==> src/rtl/seg_display_ctrl.sv <==
// seg_display_ctrl: sequential signed-decimal / hex driver for active-low
// multi-digit 7-segment displays, converting by iterative double dabble.
//
// Ports:
//   clk, resetn         clock, async active-low reset
//   wr_en, wr_data      one-cycle write strobe and value
//   mode_hex            sampled with wr_en: 1 = raw hex, 0 = signed decimal
//   busy                conversion running or write pending
//   done                one-cycle pulse when seg/sign_seg update
//   seg                 digit i at [7i+6:7i], bit0 = a .. bit6 = g, 0 = lit
//   sign_seg            minus-sign digit (g only when negative)
//   dot                 decimal point, always off
//
// Optional feature: define SEG_LZ_BLANK_EN to blank decimal leading zeros.

module seg_display_ctrl #(
    parameter int DATA_W = 32,
    parameter int DIGITS = 10
) (
    input  logic                  clk,
    input  logic                  resetn,
    input  logic                  wr_en,
    input  logic [DATA_W-1:0]     wr_data,
    input  logic                  mode_hex,
    output logic                  busy,
    output logic                  done,
    output logic [7*DIGITS-1:0]   seg,
    output logic [6:0]            sign_seg,
    output logic                  dot
);

    localparam int HEXD = (DATA_W + 3) / 4;
    localparam int BW   = 4 * DIGITS;
    localparam int CW   = $clog2(DATA_W + 1);

    typedef enum logic [1:0] {IDLE, CONV, LOAD} state_e;

    state_e                state_q;
    logic [BW-1:0]         bcd_q;
    logic [DATA_W-1:0]     mag_q;
    logic [CW-1:0]         cnt_q;
    logic                  neg_q;
    logic                  hex_q;
    logic                  pend_vld_q;
    logic [DATA_W-1:0]     pend_data_q;
    logic                  pend_hex_q;
    logic [7*DIGITS-1:0]   seg_q;
    logic [6:0]            sign_q;
    logic                  done_q;

    logic                  launch;
    logic [DATA_W-1:0]     l_data;
    logic                  l_hex;
    logic [DATA_W-1:0]     l_mag;
    logic [BW-1:0]         bcd_adj;
    logic [BW-1:0]         bcd_sh;
    logic [DATA_W-1:0]     mag_sh;
    logic [7*DIGITS-1:0]   seg_d;
    logic                  allz;
    logic                  blank;

    function automatic logic [6:0] seg_enc(input logic [3:0] d);
        case (d)
            4'h0: seg_enc = 7'b1000000;
            4'h1: seg_enc = 7'b1111001;
            4'h2: seg_enc = 7'b0100100;
            4'h3: seg_enc = 7'b0110000;
            4'h4: seg_enc = 7'b0011001;
            4'h5: seg_enc = 7'b0010010;
            4'h6: seg_enc = 7'b0000010;
            4'h7: seg_enc = 7'b1111000;
            4'h8: seg_enc = 7'b0000000;
            4'h9: seg_enc = 7'b0010000;
            4'hA: seg_enc = 7'b0001000;
            4'hB: seg_enc = 7'b0000011;
            4'hC: seg_enc = 7'b1000110;
            4'hD: seg_enc = 7'b0100001;
            4'hE: seg_enc = 7'b0000110;
            default: seg_enc = 7'b0001110;
        endcase
    endfunction

    // A live write always beats the pending entry, which is then dropped.
    always_comb begin
        launch = (state_q == IDLE) && (wr_en || pend_vld_q);
        l_data = wr_en ? wr_data  : pend_data_q;
        l_hex  = wr_en ? mode_hex : pend_hex_q;
        // Unsigned magnitude keeps the most negative value exact.
        l_mag  = l_data[DATA_W-1]
               ? (~l_data + {{(DATA_W-1){1'b0}}, 1'b1})
               : l_data;
    end

    // One double-dabble step: add 3 to every digit >= 5, then shift.
    always_comb begin
        bcd_adj = bcd_q;
        for (int i = 0; i < DIGITS; i++) begin
            if (bcd_q[4*i +: 4] >= 4'd5)
                bcd_adj[4*i +: 4] = bcd_q[4*i +: 4] + 4'd3;
        end
        {bcd_sh, mag_sh} = {bcd_adj, mag_q} << 1;
    end

    // Digit encoding; scanned from the top so allz marks leading zeros.
    always_comb begin
        seg_d = '1;
        allz  = 1'b1;
        blank = 1'b0;
        for (int i = DIGITS - 1; i >= 0; i--) begin
            allz  = allz && (bcd_q[4*i +: 4] == 4'd0);
            blank = hex_q && (i >= HEXD);
`ifdef SEG_LZ_BLANK_EN
            if (!hex_q && (i != 0) && allz)
                blank = 1'b1;
`endif
            seg_d[7*i +: 7] = blank ? 7'b1111111 : seg_enc(bcd_q[4*i +: 4]);
        end
    end

    always_ff @(posedge clk or negedge resetn) begin
        if (!resetn) begin
            state_q     <= IDLE;
            bcd_q       <= '0;
            mag_q       <= '0;
            cnt_q       <= '0;
            neg_q       <= 1'b0;
            hex_q       <= 1'b0;
            pend_vld_q  <= 1'b0;
            pend_data_q <= '0;
            pend_hex_q  <= 1'b0;
            seg_q       <= '1;
            sign_q      <= 7'b1111111;
            done_q      <= 1'b0;
        end else begin
            done_q <= 1'b0;
            unique case (state_q)
                IDLE: begin
                    if (launch) begin
                        pend_vld_q <= 1'b0;
                        hex_q      <= l_hex;
                        cnt_q      <= '0;
                        if (l_hex) begin
                            bcd_q             <= '0;
                            bcd_q[DATA_W-1:0] <= l_data;
                            neg_q             <= 1'b0;
                            state_q           <= LOAD;
                        end else begin
                            bcd_q   <= '0;
                            mag_q   <= l_mag;
                            neg_q   <= l_data[DATA_W-1];
                            state_q <= CONV;
                        end
                    end
                end
                CONV: begin
                    bcd_q <= bcd_sh;
                    mag_q <= mag_sh;
                    cnt_q <= cnt_q + CW'(1);
                    if (cnt_q == CW'(DATA_W - 1))
                        state_q <= LOAD;
                end
                LOAD: begin
                    seg_q   <= seg_d;
                    sign_q  <= neg_q ? 7'b0111111 : 7'b1111111;
                    done_q  <= 1'b1;
                    state_q <= IDLE;
                end
                default: state_q <= IDLE;
            endcase
            if (wr_en && (state_q != IDLE)) begin
                pend_vld_q  <= 1'b1;
                pend_data_q <= wr_data;
                pend_hex_q  <= mode_hex;
            end
        end
    end

    assign busy     = (state_q != IDLE) || pend_vld_q;
    assign done     = done_q;
    assign seg      = seg_q;
    assign sign_seg = sign_q;
    assign dot      = 1'b1;

endmodule

==> config.mk <==
export PLATFORM = sky130hd
export DESIGN_NAME = seg_display_ctrl
export DESIGN_NICKNAME = d
export VERILOG_FILES = /design/src/rtl/seg_display_ctrl.sv
export SDC_FILE = /design/constraint.sdc
export NUM_CORES = 1
export LEC_CHECK = 0
export ABC_AREA = 1
export CORE_MARGIN = 8
export CORE_UTILIZATION = 39
export DETAILED_ROUTE_END_ITERATION = 10
export GPL_TIMING_DRIVEN = 0
export PLACE_DENSITY = 0.65
export SLEW_MARGIN = 20
export SYNTH_ARGS = -nofsm -noshare
export SYNTH_HDL_FRONTEND = slang
export SYNTH_SLANG_ARGS = --single-unit
export TNS_END_PERCENT = 30
==> constraint.sdc <==
create_clock -name clk -period 2.1 [get_ports clk]
set_input_delay 0.63 -clock clk [delete_from_list [all_inputs] [get_ports clk]]
set_output_delay 0.63 -clock clk [all_outputs]
set_load 0.02 [all_outputs]
# Yosys cells after proc, flatten, opt, wreduce, memory -nomap -nowiden
# Memory sizes are Yosys's and may differ from the RTL's. A register that Yosys moved wholly into a read port is not among the register bits.
# Cells that the tools add are included.
[op_classes]
addsub = 12
magnitude_cmp = 10
n_eq_ne = 6
mux = 33
bitwise_logic = 1
n_reduce_logical = 22
[op_table]
columns = ["cell", "count"]
rows = [
  ["$mux W32", 5],
  ["$pmux W40 S2", 1],
  ["$pmux W32 S2", 1],
  ["$ge A4 B3 Y1 const B", 10],
  ["$mux W40", 1],
  ["$add A4 B2 Y4 const B", 9],
  ["$mux W4", 9],
  ["$add A32 B1 Y32 const B", 1],
  ["$not A32 Y32", 1],
  ["$mux W7", 3],
  ["$pmux W6 S2", 1],
  ["$logic_not A1 Y1", 8],
  ["$reduce_and A2 Y1", 4],
  ["$reduce_bool A2 Y1", 4],
  ["$add A6 B1 Y6 const B", 1],
  ["$eq A6 B5 Y1 const B", 1],
  ["$mux W1", 6],
  ["$mux W2", 3],
  ["$mux W6", 1],
  ["$ne A2 B2 Y1 const B", 3],
  ["$pmux W2 S2", 1],
  ["$add A3 B2 Y3 const B", 1],
  ["$mux W3", 1],
  ["$reduce_and A3 Y1", 1],
  ["other kinds (5)", 7],
]
[totals]
reg_bits = 194
mem_bits_ro = 1120
input_bits = 36
out_inout_bits = 80
elab_cells = 106
mem_count = 10
[memory_table]
columns = ["memory", "depth", "width", "rd", "rd_ports_with_merged_regs", "write_ports", "line", "text"]
rows = [
  ["(no name shown)", 16, 7, 1, 0, 0, "63", "case (d)"],
  ["(no name shown)", 16, 7, 1, 0, 0, "63", ""],
  ["(no name shown)", 16, 7, 1, 1, 0, "63", ""],
  ["(no name shown)", 16, 7, 1, 1, 0, "63", ""],
  ["(no name shown)", 16, 7, 1, 1, 0, "63", ""],
  ["(no name shown)", 16, 7, 1, 1, 0, "63", ""],
  ["+4 memories", "-", "-", "-", "-", "-", "-", ""],
]

# Logic depth before layout (Yosys ltp)
# Gate-level depths: netlist (run 1).
[depth]
ltp_word = 7
mapped_depth = 16
ltp_nobuf = 15

# Least setup slack after synthesis (run 1)
# Ideal clock, no wire load.
[synth_path]
path_kind = "in2reg"
startpoint = "in wr_en"
endpoint = "reg mag_q[30]"
arrival_ns = 2.033
t_required_ns = 1.984
path_slack_ns = -0.049
path_stages = 14
path_buffers = 1
path_cell_list = "buf_6 > o21ai_2 > ha_1 > nand3_1 > nor2_1 > nand3_1 > nand2_2 > nand2_1 > nor2_4 > nand2_1 > nand2_1 > nand3_1 > nand2_1 > nand2_1"
[synth_via]
elab_chain_len = 7
[synth_rtl]
columns = ["item", "line", "text"]
rows = [
  ["start: declaration", "22", "input logic wr_en,"],
  ["$mux W32", "86", "l_data = wr_en ? wr_data : pend_data_q;"],
  ["$not A32 Y32", "90", "? (~l_data + {{(DATA_W-1){1'b0}}, 1'b1})"],
  ["$add A32 B1 Y32", "90", ""],
  ["$mux W32", "90", ""],
  ["$mux W32", "142", "if (l_hex) begin"],
  ["$mux W32", "138", "if (launch) begin"],
  ["$pmux W32 S2", "136", "unique case (state_q)"],
  ["end signal: assignment", "149", "mag_q <= l_mag;"],
  ["end signal: assignment", "157", "mag_q <= mag_sh;"],
  ["end: declaration", "40", "logic [DATA_W-1:0] mag_q;"],
]
# Parallel ways exist; a longest one is shown, timed or not. The select of a mux whose other input is x is not followed.
# A chain may end at the register's enable or synchronous reset.

# Final worst setup path (run 1)
[layout_path]
startpoint = "in mode_hex"
endpoint = "reg bcd_q[20]"
[layout_via]
elab_chain_len = 4
[layout_rtl]
columns = ["item", "line", "text"]
rows = [
  ["start: declaration", "24", "input logic mode_hex,"],
  ["$mux W1", "87", "l_hex = wr_en ? mode_hex : pend_hex_q;"],
  ["$mux W32", "142", ""],
  ["$mux W40", "138", ""],
  ["$pmux W40 S2", "136", ""],
  ["end signal: indexed assignment", "144", "bcd_q[DATA_W-1:0] <= l_data;"],
  ["end signal: assignment", "156", "bcd_q <= bcd_sh;"],
  ["end: declaration", "39", "logic [BW-1:0] bcd_q;"],
]
# No other way between the ends. The select of a mux whose other input is x is not followed.

==> metrics.md, run 1 <==
| Metric | Value |
|---|---|
| Status | `finished with violations` |
| Failing checks | `setup timing` |
| Clock transition at path regs | `about 80 ps` |
| Antenna-violating nets left | `0` |
| Final Cycle Share | `102%` |
| Post-synth cell types | `47` |
| Max-slew violation count | `0` |
| Clock Tree Buf Depth | `2` |
| Num CTS Buffers | `17` |
| Hold-fix buffers, CTS | `0` |
| Worst vdd ir | `between 0.0005 and 0.0006 V` |
| Routed wire length | `~38000 um` |
| CTS tree | `built` |
| # diodes | `0` |
| Critical Path RT | `2470 ps` |
| Final worst setup slack | `-31.8 ps` |
| PortBufs | `108` |
| WS Path Type | `in2reg` |
| DRC viols | `0` |
| Worst EP arrival | `2500 ps` |
| Pwr/cell area | `about 1600 nW/um^2` |
| Area grow syn2layout | `20.7%` |
| Pin count of the biggest net entering global routing | `between 90 and 100` |
| Share of cells above drive strength 1 | `13.8%` |
| Layout net count | `around 1900` |
| Worst path max stage delay | `460 ps` |
| Global-route wire length before repair | `60600 um` |
| # IOs | `116` |
| Register area share after synthesis | `39.6%` |
| Die W | `around 190 um` |
| # rows | `64` |
| Pre-Repair DR Iteration Count | `5` |
| Syn Area/Cell | `7.37 sq um` |
| Maximum fanout count along the critical path | `6` |
| Max-Cap Viols | `0` |
| Die height | `~190 um` |
| Gr ovfl total | `0` |
| Layout fillers | `between 3000 and 4000` |
| Actual slew at the worst max-slew pin | `843 ps` |
| Worst Skew | `15.1 ps` |
| Die area | `36900 sq um` |
| Final setup viols | `1` |
| Clock Latency Late Sink | `about 440 ps` |
| Yosys warning count | `0` |
| Fmax | `469 MHz` |
| Initial antenna violation count | `0` |
| Unrepaired setup endpoints after global routing | `yes` |
| Worst Setup End Kind | `flop` |
| Crit path max-delay cell type | `clkdlybuf4s50_1` |
| Worst relative slew slack | `43.8%` |
| CP Cell Sequence | `clkdlybuf4s50_1 > inv_1 > nand2_1 > o21ai_1 > nor2_2 > inv_1 > o21ai_0 > a31oi_1 > a21oi_1` |
| Final Hold Viols | `0` |
| Synth Cell Area | `12100 sq um` |
| H-tree Lvls | `4` |
| Worst Hold Class | `in2async` |
| Post-layout min period | `2130 ps` |
| Most frequent CP cell | `inv_1` |
| Post-Synthesis Cells | `1641` |
| P_leak | `6.93 nW` |
| Setup TNS | `-31.8 ps` |
| Initial Util | `between 30% and 40%` |
| Number of global-route vias before repair | `10974` |
| Via Count | `~12000` |
| Seq cells post-synth | `188` |
| Fraction of registers with async set/reset | `100%` |
| Critical Path Start Type | `input port` |
| Mean number of vias per cell | `approximately 5.3` |
| WL per Instance | `17.2 um` |
| GRT Util Overall | `20.5%` |
| Ys flop type | `dfrtp_1` |
| Total Power | `~24 mW` |
| Root Driver | `clkbuf_16` |
| Post-synth EDFFs | `0` |
| DP Wirelength | `28200 um` |
| CTS Sinks | `between 150 and 200` |
| Core area | `30600 sq um` |
| DR iter-0 viols | `between 900 and 1000` |
| Global placement routability congestion | `0.967` |
-- Yosys cell counts, types with 9 or more instances --
| cell type | instances | area, sq um |
|---|---|---|
| xor2_1 | 13 | 114 |
| buf_4 | 9 | 67.6 |
| clkbuf_1 | 55 | 206 |
| buf_2 | 13 | 65.1 |
| nand2_2 | 9 | 56.3 |
| clkinv_1 | 10 | 37.5 |
| dfstp_2 | 71 | 1870 |
| inv_1 | 141 | 529 |
| o21ai_1 | 18 | 90.1 |
| a22oi_1 | 21 | 158 |
| nand3_1 | 81 | 405 |
| nand2_1 | 449 | 1690 |
| nor3_1 | 15 | 75.1 |
| ha_1 | 72 | 901 |
| dfrtp_1 | 117 | 2930 |
| o211ai_1 | 22 | 165 |
| o21ai_0 | 155 | 776 |
| a21oi_1 | 114 | 571 |
| a31oi_1 | 24 | 150 |
| nor2_1 | 142 | 533 |
-- cells by family (layout without fill, tap and decap cells) --
kind of cell    Yosys count  in the layout  share of synthesized area (%)
mux                       7              7                          0.652
other cells               1              7                         0.0310
xor+xnor                 13             13                          0.941
flops                   188            188                           39.6
simple gates            722            722                           24.3
buf+inv                 243            398                           8.39
compound gates          395            395                           18.6
fa+ha+maj                72             72                           7.45
-- flip-flops by register name, summed over array words and instances, names as in the netlist --
name	count
pend_hex_q	1
bcd_q	40
cnt_q	6
hex_q	1
state_q	2
pend_data_q	32
seg	70
pend_vld_q	1
neg_q	1
mag_q	32
sign_seg	1
done	1
-- layout make-up --
class,count,area (sq um),share of cell area [%]
clock inverters,14,178,1.22
repair buffers,124,1150,7.91
flip-flops and latches,188,4790,32.8
plain buffers,84,453,3.10
clock buffers,18,429,2.94
well taps,396,495,3.39
multi-input cells,1216,6500,44.6
inverters,158,593,4.06
-- per-layer routing --
layer  vias up  share of wire, %  track usage, %  routed length [um]
met3        45               7.2            3.36                2740
li1       5705                 -               -                   -
met1      5437                46            28.7               17400
met2       391                45            32.3               16900
met5         -                 0               0                   0
met4         0               2.2            5.76                 820
-- power breakdown --
| part | switching (mW) | total (mW) | internal, mW |
|---|---|---|---|
| Clock | 1.68 | 3.39 | 1.71 |
| Sequential | 1.23 | 7.06 | 5.83 |
| Combinational | 8.78 | 13.1 | 4.37 |
| Total | 11.7 | 23.6 | 11.9 |
-- what timing repair did --
action | CTS | global route
resized for setup | 110 | 55
endpoints found under the setup margin | 215 | 77
endpoints found under the hold margin | 0 | 0
setup buffers | 9 | 5
pin swaps | 8 | 15
-- final timing paths --
kind / startpoint / to / slack, ps / depth (start not counted)
max: mode_hex / bcd_q[20]$_DFFE_PN0P_ / -30 / 9
max in group asynchronous: resetn / seg[23]$_DFFE_PN1P_ / 1290 / 2
min in group clk: neg_q$_DFFE_PN0P_ / sign_seg[6]$_DFFE_PN1P_ / 450 / 1
min: resetn / pend_data_q[3]$_DFFE_PN0P_ / 40 / 1
min reg2reg: neg_q$_DFFE_PN0P_ / sign_seg[6]$_DFFE_PN1P_ / 450 / 1
max reg2reg: state_q[0]$_DFFE_PN0P_ / bcd_q[20]$_DFFE_PN0P_ / 20 / 7
-- worst max-delay path, delay by kind of cell --
family                 cells  cell delay [ps]
buffers and inverters      3              700
and+or+nand+nor            2              410
AOI/OAI and AO/OA          4              760
-- cell usage in the layout, fill, tap and decap left out, drive strengths merged, types with 46 or more instances in the layout --
cell / n
dfrtp: 117
nand2: 458
buf: 46
a21oi: 114
dlygate4sd2: 72
clkbuf: 75
ha: 72
nor2: 151
dfstp: 71
o21ai: 178
nand3: 83
inv: 154
-- metrics by stage --
stage,util (%),cell area (sq um),std cells,hold WS [ps],setup slack (ps)
finish,47.7,14600,2198,43.6,-31.8
global route,47.7,14600,2198,46.3,-116
CTS,47.2,14400,2193,43.3,-14.7
detailed placement,45.1,13800,2153,442,-1020
global placement,44.9,13700,2151,422,-7780
floorplan,-,12100,1647,334,27.8
Power figures use the tool's default switching activity.
==> run 2: changes to the inputs <==
--- a/config.mk
+++ b/config.mk
@@ -6,6 +6,7 @@
 export NUM_CORES = 1
 export LEC_CHECK = 0
 export ABC_AREA = 1
+export CAP_MARGIN = 20
 export CORE_MARGIN = 8
 export CORE_UTILIZATION = 39
 export DETAILED_ROUTE_END_ITERATION = 10
==> results of run 2 <==
Same layout as run 1: the final DEF is identical, and so are final timing and power.
